===== config.mk =====
export PLATFORM = sky130hd
export DESIGN_NAME = shift_in_reg
export DESIGN_NICKNAME = d
export VERILOG_FILES = /design/src/rtl/shift_in_reg.sv
export SDC_FILE = /design/constraint.sdc
export NUM_CORES = 1
export LEC_CHECK = 0
export ABC_CLOCK_PERIOD_IN_PS = 2500
export CORE_AREA = 2 2 59 61
export CTS_BUF_LIST = sky130_fd_sc_hd__clkbuf_2
export DETAILED_ROUTE_END_ITERATION = 10
export DIE_AREA = 0 0 61 63
export PLACE_DENSITY = 0.84
export SLEW_MARGIN = 30
export SYNTH_ARGS = -nofsm -noshare
export SYNTH_HDL_FRONTEND = slang
export SYNTH_SLANG_ARGS = --single-unit

===== constraint.sdc =====
create_clock -name clk -period 2.5 [get_ports clk]
set_input_delay 0.5 -clock clk [delete_from_list [all_inputs] [get_ports clk]]
set_output_delay 0.5 -clock clk [all_outputs]
set_load 0.005 [all_outputs]

===== src/rtl/shift_in_reg.sv =====
// Serial shift-in register: debounced-by-sync buttons shift sw[0] in LSB first and commit a byte.
// Optional even-parity framing is enabled by defining SHIFT_IN_PARITY_EN.
module shift_in_reg #(
    parameter bit SEG_INV = 1'b1
) (
    input  logic       clk,
    input  logic       reset,
    input  logic       but_1,
    input  logic       but_2,
    input  logic [7:0] sw,
    output logic [7:0] led7,
    output logic [7:0] gled7,
    output logic [6:0] seg7_a,
    output logic [6:0] seg7_b,
    output logic [3:0] cnt,
    output logic       rdy,
    output logic       err
);

    localparam logic [1:0] IDLE  = 2'd0;
    localparam logic [1:0] SHIFT = 2'd1;
    localparam logic [1:0] DONE  = 2'd2;

    logic [1:0] state;
    logic [7:0] sreg;
    logic [7:0] gled;
    logic [7:0] sreg_shift;
    logic       b1_r, b1_rr, b2_r, b2_rr;
    logic       shift_push, abort_push;
    logic       unused_sw;

    assign unused_sw = ^sw[7:1];

    // Buttons idle high, so the synchronizer flops reset to 1 to avoid a spurious push.
    always_ff @(posedge clk or negedge reset) begin
        if (!reset) begin
            b1_r  <= 1'b1;
            b1_rr <= 1'b1;
            b2_r  <= 1'b1;
            b2_rr <= 1'b1;
        end else begin
            b1_r  <= but_1;
            b1_rr <= b1_r;
            b2_r  <= but_2;
            b2_rr <= b2_r;
        end
    end

    assign shift_push = b1_rr & ~b1_r;
    assign abort_push = b2_rr & ~b2_r;
    assign sreg_shift = {sw[0], sreg[7:1]};

`ifdef SHIFT_IN_PARITY_EN
    logic parity_bad;
    logic err_q;

    assign parity_bad = ^{sreg, sw[0]};

    always_ff @(posedge clk or negedge reset) begin
        if (!reset) begin
            err_q <= 1'b0;
        end else if (abort_push) begin
            err_q <= 1'b0;
        end else if (shift_push) begin
            if (state == DONE) begin
                err_q <= 1'b0;
            end else if (cnt == 4'd8 && parity_bad) begin
                err_q <= 1'b1;
            end
        end
    end

    assign err = err_q;
`else
    assign err = 1'b0;
`endif

    // Abort is checked first so a simultaneous shift is dropped.
    always_ff @(posedge clk or negedge reset) begin
        if (!reset) begin
            state <= IDLE;
            sreg  <= 8'h00;
            gled  <= 8'h00;
            cnt   <= 4'd0;
            rdy   <= 1'b0;
        end else if (abort_push) begin
            state <= IDLE;
            sreg  <= 8'h00;
            cnt   <= 4'd0;
            rdy   <= 1'b0;
        end else if (shift_push) begin
            if (state == DONE) begin
                sreg  <= {sw[0], 7'b0};
                cnt   <= 4'd1;
                rdy   <= 1'b0;
                state <= SHIFT;
            end
`ifdef SHIFT_IN_PARITY_EN
            else if (cnt == 4'd8) begin
                if (!parity_bad) begin
                    gled <= sreg;
                    rdy  <= 1'b1;
                end
                cnt   <= 4'd9;
                state <= DONE;
            end
`endif
            else begin
                sreg <= sreg_shift;
                cnt  <= cnt + 4'd1;
`ifdef SHIFT_IN_PARITY_EN
                state <= SHIFT;
`else
                if (cnt == 4'd7) begin
                    gled  <= sreg_shift;
                    rdy   <= 1'b1;
                    state <= DONE;
                end else begin
                    state <= SHIFT;
                end
`endif
            end
        end
    end

    // Font is stored active-high (bit order g..a) and flipped for common-anode displays.
    function automatic logic [6:0] hex_font(input logic [3:0] v);
        case (v)
            4'h0: hex_font = 7'b0111111;
            4'h1: hex_font = 7'b0000110;
            4'h2: hex_font = 7'b1011011;
            4'h3: hex_font = 7'b1001111;
            4'h4: hex_font = 7'b1100110;
            4'h5: hex_font = 7'b1101101;
            4'h6: hex_font = 7'b1111101;
            4'h7: hex_font = 7'b0000111;
            4'h8: hex_font = 7'b1111111;
            4'h9: hex_font = 7'b1101111;
            4'hA: hex_font = 7'b1110111;
            4'hB: hex_font = 7'b1111100;
            4'hC: hex_font = 7'b0111001;
            4'hD: hex_font = 7'b1011110;
            4'hE: hex_font = 7'b1111001;
            default: hex_font = 7'b1110001;
        endcase
    endfunction

    assign seg7_a = SEG_INV ? ~hex_font(gled[3:0]) : hex_font(gled[3:0]);
    assign seg7_b = SEG_INV ? ~hex_font(gled[7:4]) : hex_font(gled[7:4]);

    assign led7  = sreg;
    assign gled7 = gled;

endmodule


# Yosys cells after proc, flatten, opt, wreduce, memory -nomap -nowiden

Memories as Yosys holds them, arrays and structs flattened.
Index checks and enable logic that the tools add are counted.

Bitwise operators: 8
Magnitude comparators: 0
Shift operators: 0
Mux-type cells: 14
Add/subtract/negate cells: 1
Eq/ne operators: 2
Divide/modulo/power cells: 0
Reduce and logical (&&, ||, !) cells: 4
Multipliers: 0

Operators by type and width:

| kind                                                                  | count |
|---|---|
| 8-bit two-way mux                                                     | 2 |
| 7-bit NOT                                                             | 2 |
| 4-bit two-way mux                                                     | 3 |
| 2-bit two-way mux                                                     | 4 |
| 7-bit two-way mux                                                     | 1 |
| 4-bit by 1-bit adder with 4-bit output, second input constant         | 1 |
| 4-bit by 3-bit equality test with 1-bit output, second input constant | 1 |
| 1-bit two-way mux                                                     | 4 |
| 1-bit NOT                                                             | 4 |
| 4-bit AND reduction                                                   | 1 |
| 3-bit nonzero test                                                    | 1 |
| 1-bit bitwise AND                                                     | 2 |
| 2-bit equality test, second input constant                            | 1 |
| 2-bit AND reduction                                                   | 1 |
| 2-bit nonzero test                                                    | 1 |

Memories: 2
Memory bits (writable): 0
Bits in registers: 27
Memory bits (read-only): 224
Input bits: 12
Latch bits: 0
Logic and storage cells: 40
Output and inout bits: 36

Memory list:

| memory           | depth | bits a word | rd ports | clocked after Yosys merged registers in | write ports | RTL line | RTL |
|---|---|---|---|---|---|---|---|
| (name not given) | 16    | 7           | 1        | 0                                       | 0           | 128      | `case (v)` |
| (name not given) | 16    | 7           | 1        | 0                                       | 0           | 128      |  |

# Logic depth before layout (Yosys ltp)

Depth after elaboration: 5
Depth in mapped cells: 6
Depth with buffers taken out: 6

# Worst setup path before layout

Ideal clock, no wire load.

Kind: flip-flop to output port
From: reg gled[1], in the netlist gled7[1]
To: out seg7_a[0]
Data required time: 2.000 ns
Slack: 0.656 ns
Data arrival time: 1.344 ns
Cell stages (with the launch flop): 6
Cell sequence: dfrtp_1 -> inv_1 -> ha_1 -> nor2b_1 -> or3b_2 -> o21ai_0

Word-level cells in the longest chain between the ends: 2

Ends and longest elaborated chain:

| item                   | RTL line | RTL |
|---|---|---|
| start, declared        | 26       | `logic [7:0] gled;` |
| start signal, assigned | 115      | `gled <= sreg_shift;` |
| memory read 16 x 7 bit | --       |  |
| 7-bit NOT              | 148      | `assign seg7_a = SEG_INV ? ~hex_font(gled[3:0]) : hex_font(gled[3:0]);` |
| end, declared          | 13       | `output logic [6:0] seg7_a,` |

Every way passes these cells.

# Worst setup path in the final report

From: reg gled[1], in the netlist gled7[1]
To: out seg7_a[6]

The elaborated chain is that of the path after synthesis.

==> results.py <==
metrics = {
    "global_route": {
        "grt_first_pass_wirelength_um": 5437,
        "globalRoute.totalOverflow": 0,
        "number_of_antenna_violations_at_the_first_check_in_global_routing": 0,
        "grt_max_degree": 28,
        "number_of_global_route_vias_before_repair": 1201,
        "total_track_usage": 0.1792,
    },
    "critical_path": {
        "worst_setup_path_end_kind": "primary output",
        "critPathMaxStageDelay_ns": 0.50,
        "worstPathMaxFanout": 5,
        "worst-endpoint-arrival_ns": 1.93,
        "critPathRequiredTime_ns": 2.00,
        "worst-setup-path-type": "reg -> out",
        "crit_path_top_delay_cell": "clkdlybuf4s50_1",
        "crit_path_start_kind": "flop",
        "critical_path.cell_chain": "inv_2 > ha_1 > nand2_1 > o21ai_1 > a22o_1 > clkdlybuf4s50_1",
    },
    "sta": {
        "clock-skew-final_ns": 0.01560,
        "slew_violations": 0,
        "timing.final.setup_violations": 0,
        "max_slew.worst_pin.slew_ns": 0.7341,
        "hold_viol": 0,
        "timing.final.crit_period_ns": 2.429,
        "timing.fmax_ghz": 0.4117,
        "timing.final.crit_share": 0.9715,
        "setup_slack_ns": 0.07132,
        "max-slew-margin-rel": 0.5096,
    },
    "route": {
        "wire_length_per_cell_after_detailed_routing_um": 14.29,
        "routed_wirelength_um": 3443,
        "drt-vias-per-instance": 5.340,
        "drtIter0Drc": 101,
        "drt_pass1_iterations": 4,
        "vias": 1287,
        "final_antenna_net_count": 0,
        "drt_drc_violations_left": 0,
    },
    "clocking": {
        "clk_pin_slew_worst_paths_ns": 0.24,
        "tritoncts.num_buffers": 3,
        "tritoncts_clock_tree": "done",
        "cts_hold_buf": 0,
        "clock_sink_count": 27,
        "cts_buffer_depth": 2,
        "cts-htree-levels": 1,
        "clock_tree_root_buffer_cell": "clkbuf_2",
        "clk_latency_ns": 0.35,
    },
    "power": {
        "power_per_cell_area_nw_per_um2": 336.9,
        "power.leakage_nw": 1.030,
        "vdd_drop_max_v": 0.0003130,
        "report.power.total_mw": 0.7234,
    },
    "logic_synthesis": {
        "yosys.area_share.adder": 0.1033,
        "synth_area_in_compound_gates": 0.1557,
        "mapped_cells": 147,
        "mappedNetlistArea_sq_um": 1575,
        "post_synth_mux_area_share": 0.08499,
        "ys_ff_latch": 27,
        "synth-simple-area-share": 0.1644,
        "syn-num-nets": 172,
        "post_synth_xor_area_fraction": 0,
        "synth.avg_cell_area_sq_um": 10.72,
        "synth_cell_types": 34,
        "netlist_top_cells_area": "dfrtp_1 37%, ha_1 10%, dfstp_2 6.7%, a22o_1 6.1%, nor2_1 3.6%",
        "synth_top_area_frac": 0.3654,
        "synth_sequential_area_ratio": 0.4321,
        "yosysWarningCount": 0,
        "synth_top_family_by_area": "simple AND/OR/NAND/NOR gates",
        "synthDominantAreaCellType": "dfrtp_1",
    },
    "placement": {
        "hpwl_um": 2374,
        "post-place-cells": 229,
        "place_congestion": 0.8245,
        "dpl_worst_slack_ns": 0.07143,
        "port_buffers": 39,
    },
    "floorplan": {
        "die_width_um": 61,
        "initial_core_util": 0.4874,
        "core_area_sq_um": 3232,
        "die_h_um": 63,
        "num_io_pins": 48,
        "floorplan.die_area_sq_um": 3843,
        "std_cell_rows": 21,
    },
    "cells_and_area": {
        "filler_cells_inserted": 262,
        "layout.cells.most_common": "clkdlybuf4s50_1",
        "finish.net_count": 221,
        "num_antenna_cells": 0,
        "drive_above_1_share": 0.2564,
        "syn_to_final_growth_pct": 36.30,
        "instances_no_fill": 241,
        "mostFrequentLayoutCells": "28 x clkdlybuf4s50_1, 21 x dfrtp_1, 15 x nor2_1, 13 x buf_4, 12 x nand2_1",
        "finalCoreUtilization": 0.6643,
    },
    "worst_hold_path": {
        "holdCritPathClass": "reg -> reg",
    },
    "job": {
        "cap_violations": 0,
    },
    "status": {
        "status": "finished clean",
    },
}
[flip-flops by register name, summed over array words and instances, names as in the netlist]
register / flops
state: 2
led7: 8
b2_rr: 1
b2_r: 1
b1_rr: 1
gled7: 8
b1_r: 1
cnt: 4
rdy: 1
[worst paths after layout]
kind | cells after the start | from | slack (ns) | end
worst max-delay path | 6 | gled7[1] | 0.07 | seg7_a[6]
worst min-delay path | 0 | b1_r | 0.39 | b1_rr
worst max register to register | 4 | cnt[1] | 0.56 | gled7[3]
worst min register to register | 0 | b1_r | 0.39 | b1_rr
max in group asynchronous | 2 | reset | 1.73 | b2_rr
min in group asynchronous | 2 | reset | 0.46 | cnt[1]
[cell families after synthesis]
logic type | Yosys count
simple gates | 46
compound gates | 34
flops | 27
buf+inv | 16
fa+ha+maj | 13
mux | 10
other cells | 1
[metal layers]
layer,GRT usage,vias up,share of wire
li1,-,617,-
met1,0.2584,618,0.46
met2,0.2917,45,0.49
met3,0.01863,7,0.038
met4,0.03261,0,0.013
met5,0,-,0
[synthesized netlist by cell type (all sizes together)]
master	n
or3b	2
inv	7
o32ai	2
nand2b	2
nor3	4
dfrtp	23
a21oi	2
nor2	15
o31ai	1
conb	1
a211oi	2
nand3b	2
mux2	4
ha	13
and3	1
nor2b	7
a32o	2
buf	5
nand2	12
clkbuf	4
a21o	1
dfstp	4
o21ai	10
a31oi	2
a22o	11
mux2i	4
mux4	2
nor4	1
a22oi	1
[layout make-up]
type	count	area [sq um]	area share
clock buffers	4	20.02	0.009324
inverters	7	31.28	0.01457
multi-input cells	104	854.6	0.3980
flip-flops and latches	27	683.2	0.3182
well taps	46	57.56	0.02681
repair buffers	53	500.5	0.2331
[per-stage QoR]
step                      instance area, sq um  hold slack (ns)  setup TNS (ns)
after global routing                      2147           0.3974        -0.04831
final                                     2147           0.3902               0
after CTS                                 2098           0.3909               0
after global placement                    2004           0.3578               0
after floorplan                           1575           0.2044               0
after detailed placement                  2004           0.3633               0
[critical path: cells and delay by family (launching register included)]
family,cells,cell delay (ns)
compound gates,2,0.26
flops,1,0.44
simple gates,1,0.07
fa+ha+maj,1,0.20
buf+inv,2,0.63
[repair_timing]
action                                  4_1_cts  5_1_grt
pin swaps                                     0        1
buffers inserted                              7        1
endpoints found under the setup margin       10       12
resized for setup                            15       20
[power breakdown]
| group | internal [mW] | switching (mW) |
|---|---|---|
| combinational | 0.0452 | 0.0407 |
| sequential | 0.456 | 0.0168 |
| clock | 0.0422 | 0.122 |
| total | 0.544 | 0.180 |
Note: power is estimated with default switching activity, not from simulation.
==> variant 1: new RTL, config.mk and constraints unchanged <==
One comparison of `cnt` changes from == to >=.
--- a/src/rtl/shift_in_reg.sv
+++ b/src/rtl/shift_in_reg.sv
@@ -111,7 +111,7 @@
 `ifdef SHIFT_IN_PARITY_EN
                 state <= SHIFT;
 `else
-                if (cnt == 4'd7) begin
+                if (cnt >= 4'd7) begin
                     gled  <= sreg_shift;
                     rdy   <= 1'b1;
                     state <= DONE;
Check against the original RTL: no difference found for any inputs over 10 cycles, from zero or initial values and one cycle with reset low; that may be too few to reach the edited logic, so the function may still have changed.
==> variant 1 against the unedited design <==
- power up 1.9%
- sequential cell count unchanged
- synthesized area down 0.48%
- setup slack better by 58 ps
- sequential power up 0.8%
- count of clock-buffer cells in the layout unchanged
- non-clock buffer count down 3
- design area down 1.0%
- fmax up 2.5%
- wire length down 0.46%
- die area unchanged
- first-iteration DRC count down 28%
==> variant 1: results (changes against the unedited design) <==
HPWL after detailed placement -> 2500 um (+5.1%)
global-route wire length before repair -> 5820 um (+7.1%)
final wirelength -> 3430 um (-0.46%)
Worst Reg2Reg Path Length in Cells -> 3 (-1)
most area-consuming cells after synthesis -> dfrtp_1 (37%), ha_1 (10%), a22o_1 (7.8%)
Seq/Total Area, Yosys -> 43.4% (+0.21 points)
vias in the first global route -> 1,250 (+4.1%)
Max Clock Freq -> 422 MHz (+2.5%)
Worst R2R Start -> b2_r$_DFF_PN1_
drt initial violations -> 73 (-28%)
sw power -> 181 uW (+0.65%)
RR Endpoint -> gled7[6]$_DFFE_PN0P_
ys flop type -> dfrtp_1
Distinct cells, synth -> 35 (+2.9%)
Routability Congestion -> 0.831 (+0.79%)
outcome -> completed
layout cell share with drive strength beyond 1 -> 25.9% (+0.30 points)
Syn Area/Cell -> 11.4 um2 (+6.0%)
YS warnings -> 0 (unchanged)
Place WS -> 106 ps (+34.2 ps)
CTS max path bufs -> 2 (unchanged)
first drt pass iteration count -> 4 (unchanged)
CP Capture Point -> seg7_a[2]
critical path launch point -> gled7[0]$_DFFE_PN0P_
initial antenna violation count -> 0 (unchanged)
Peak VDD IR -> 278 uV (-11%)
r2r setup slk -> 650 ps (+90 ps)
number of I/O port buffers -> 39 (unchanged)
worst hold-check path type -> flip-flop to flip-flop
Worst Tran Pin Value -> 777 ps (+42.8 ps)
Worst EP arrival -> 1870 ps (-60 ps)
H-tree levels -> 1 (unchanged)
Layout Nets -> 211 (-4.5%)
Net Count, Synth -> 163 (-5.2%)
Synth top cells by count -> dfrtp_1 (23), a22o_1 (14), ha_1 (13)
clk_skew -> 4.56 ps (-11.0 ps)
Global Route Usage Sum -> 19.4% (+1.5 points)
leakage -> 0.00105 uW (+1.7%)
clock-pin transition on the worst setup and hold timing paths -> 220 ps (-20 ps)
Clk Latency, worst-skew pair -> 330 ps (-20 ps)
post-DR vias/cell -> 5.46 (+2.2%)
Post-synth ARST share -> 100% (unchanged)
Filler Cells Inserted -> 293 (+12%)
variant 1: how the worst min path moves through the flow:
stage                         startpoint                  to  slack [ps]  cells past startpoint
final                     b2_r$_DFF_PN1_     b2_rr$_DFF_PN1_         390                      0
after global routing      b2_r$_DFF_PN1_     b2_rr$_DFF_PN1_         400                      0
after CTS                 b2_r$_DFF_PN1_     b2_rr$_DFF_PN1_         390                      0
after detailed placement  b2_r$_DFF_PN1_     b2_rr$_DFF_PN1_         360                      0
after global placement    b2_r$_DFF_PN1_     b2_rr$_DFF_PN1_         360                      0
after floorplan                    reset  cnt[0]$_DFFE_PN0P_         200                      0
variant 1: kinds of logic (layout without fill, tap and decap cells):
family                   count (synthesis)  count (layout)  share of synthesized area [%]
AO/OA/AOI/OAI                           30              30                           15.2
AND/OR/NAND/NOR                         38              38                           14.8
flip-flops                              27              27                           43.4
adder cells (fa/ha/maj)                 13              13                           10.4
other                                    1               1                          0.239
buffers and inverters                   13              60                           3.43
multiplexers                            16              16                           12.5
variant 1: power groups by stage:
| stage | combinational [uW] | clock [uW] | sequential (uW) |
|---|---|---|---|
| detailed placement | 104 | 0 | 483 |
| global route | 115 | 182 | 481 |
| floorplan | 46.3 | 0 | 480 |
| global placement | 99.3 | 0 | 483 |
| finish | 103 | 158 | 477 |
| CTS | 103 | 165 | 476 |
variant 1: stage by stage:
| step | utilization, % | power [uW] | instance area [um2] | hold slack, ps | std cells |
|---|---|---|---|---|---|
| 6_report | 65.7 | 737 | 2120 | 390 | 231 |
| 5_1_grt | 65.7 | 778 | 2120 | 403 | 231 |
| 4_1_cts | 64.9 | 744 | 2100 | 392 | 231 |
| 3_5_place_dp | 63.0 | 586 | 2040 | 362 | 223 |
| 3_3_place_gp | 63.0 | 582 | 2040 | 363 | 223 |
| 2_1_floorplan | - | 527 | 1570 | 204 | 138 |
variant 1: worst max-delay path, stage by stage, from the launching register on:
cell             delay [ps]
dfrtp_2                 470
buf_4                   150
ha_4                    170
nor2b_2                 130
a22o_1                  130
clkdlybuf4s50_1         490
variant 1: repair_timing:
item	CTS	global route
resized for setup	15	18
setup buffers	4	0
setup endpoints to repair	11	13
pin swaps	0	1
variant 1: area by class of cell:
cell class,instances,area (um2),area share (%)
Tap cell,46,57.6,2.71
Timing Repair Buffer,50,478,22.5
Sequential cell,27,683,32.2
Clock buffer,4,20.0,0.942
Inverter,6,22.5,1.06
Multi-Input combinational cell,98,863,40.6
variant 1: metal layers:
metal / track usage, % / wire (um) / vias up
li1: - / - / 604
met1: 25.7 / 1440 / 613
met2: 34.0 / 1810 / 40
met3: 2.07 / 147 / 4
met4: 3.53 / 27 / 0
met5: 0 / 0 / -
==> variant 2: new RTL, same settings <==
Made on the original files. `SEG_INV`: 1'b1 -> 1'b0.
--- a/src/rtl/shift_in_reg.sv
+++ b/src/rtl/shift_in_reg.sv
@@ -1,7 +1,7 @@
 // Serial shift-in register: debounced-by-sync buttons shift sw[0] in LSB first and commit a byte.
 // Optional even-parity framing is enabled by defining SHIFT_IN_PARITY_EN.
 module shift_in_reg #(
-    parameter bit SEG_INV = 1'b1
+    parameter bit SEG_INV = 1'b0
 ) (
     input  logic       clk,
     input  logic       reset,
Behaviour: not the same (a bounded check fails within 4 cycles, from zero or initial values and one cycle with reset low).
==> variant 2 against the unedited design <==
- synthesized area did not move
- final cell count increased by 0.41%
- sequential cell count is the same
- via count is 0.47% higher
- design area fell by 1.7%
- wire length shrank 1.1%
- fmax rose by 2.1%
- count of clock-buffer cells in the layout fell by 1
- setup slack better by 50 ps
Power is not compared: it rests on default switching activity, and its combinational part moved more than twofold at a synthesized area within 25%.
==> variant 2: results (changes against the unedited design) <==
H-tree levels -> 1 (unchanged)
Slew HR -> 42.7% (-8.2 points)
vias -> 1,293 (+0.47%)
worst-path fanout max -> 3 (-2)
YS warnings -> 0 (unchanged)
leakage -> 0.000922 uW
Peak VDD IR -> 347 uV
CTS buffer count -> 3 (unchanged)
Worst Reg2Reg Path Length in Cells -> 4 (unchanged)
number of I/O port buffers -> 39 (unchanged)
Global Route Usage Sum -> 19.9% (+1.9 points)
Distinct cells, synth -> 33 (-2.9%)
remaining antenna violation count -> 0 (unchanged)
area of placed instances -> 2010 um2 (+0.25%)
outcome -> completed
CTS root buf -> clkbuf_2
clock-pin transition on the worst setup and hold timing paths -> 260 ps (+20 ps)
layout cell share with drive strength beyond 1 -> 23.5% (-2.2 points)
HPWL after detailed placement -> 2520 um (+6.1%)
first drt pass iteration count -> 4 (unchanged)
Synth Register Bits -> 27 (unchanged)
Routability Congestion -> 0.854 (+3.5%)
final hold viol count -> 0 (unchanged)
Worst Hold Depth -> 0 (unchanged)
Worst EP arrival -> 1880 ps (-50 ps)
Layout Nets -> 224 (+1.4%)
Net Count, Synth -> 176 (+2.3%)
largest net degree at the start of global routing -> 28 (unchanged)
clk_skew -> 15.2 ps (-0.445 ps)
global-route wire length before repair -> 5870 um (+7.9%)
Seq/Total Area, Yosys -> 43.2% (unchanged)
worst hold-check path type -> flip-flop to flip-flop
# diodes -> 0 (unchanged)
Place WS -> 111 ps (+39.4 ps)
most area-consuming cells after synthesis -> dfrtp_1 (37%), ha_1 (12%), dfstp_2 (6.7%)
Post-synth ARST share -> 100% (unchanged)
final wirelength -> 3410 um (-1.1%)
Clk Latency, worst-skew pair -> 360 ps
drt initial violations -> 53 (-48%)
Synth top cells by count -> dfrtp_1 (23), ha_1 (15), inv_1 (10), mux2_2 (9)
CTS max path bufs -> 2 (unchanged)
initial antenna violation count -> 0 (unchanged)
-- variant 2: cell count changes in the layout (fill, tap and decap cells not counted), sizes merged, moves of 5 or more --
cell and change:
dlygate4sd2 +6, mux2 +5, nor2 -7, nand2 -5, a21oi +5
-- variant 2: path summary, 6_finish.rpt --
path,startpoint,to,slack [ps]
max,gled7[0]$_DFFE_PN0P_,seg7_a[3],120
min,b2_r$_DFF_PN1_,b2_rr$_DFF_PN1_,390
max reg2reg,cnt[0]$_DFFE_PN0P_,gled7[4]$_DFFE_PN0P_,530
min reg2reg,b2_r$_DFF_PN1_,b2_rr$_DFF_PN1_,390
max in group asynchronous,reset,b2_r$_DFF_PN1_,1760
min in group asynchronous,reset,gled7[3]$_DFFE_PN0P_,450
-- variant 2: stage by stage --
stage                     total power, uW  std cells
after global routing                  924        242
after floorplan                       602        149
final                                 876        242
after CTS                             886        242
after global placement                703        230
after detailed placement              715        230
-- variant 2: kinds of logic after synthesis --
logic type	count (synthesis)	synth area share, %
flops	27	43.2
buf+inv	16	4.21
simple gates	42	15.9
compound gates	36	15.4
fa+ha+maj	15	11.9
other cells	1	0.238
mux	12	9.13
-- variant 2: cell type report --
class	instances	area [um2]
repair buffers	49	460
fillers	270	1120
clock buffers	3	15.0
flip-flops and latches	27	684
well taps	46	57.6
inverters	10	37.5
multi-input cells	106	846
clock inverters	1	8.76
-- variant 2: where the power goes --
group          internal, uW  total [uW]  switching (uW)
combinational           109         195            86.0
sequential              468         509            41.1
clock                  41.8         171             130
total                   619         876             257
-- variant 2: metal layers --
metal,vias to the layer above,GRT usage [%],routed length [um]
met5,-,0,0
met4,0,7.61,65
met3,8,2.07,89
met2,35,36.2,1880
met1,633,22.8,1380
li1,617,-,-
-- variant 2: critical path, cell delays in order (launching register included) --
cell             delay (ps)
dfrtp_1                 440
inv_2                    60
ha_1                    270
inv_1                    40
mux4_2                  450
inv_1                    60
clkdlybuf4s15_1         190
-- variant 2: repair_timing --
item,in CTS,in global routing
endpoints found under the hold margin,0,0
hold buffers,0,0
setup endpoints to repair,12,5
pin swaps,1,0
gates resized for setup,24,7
buffers inserted,8,0
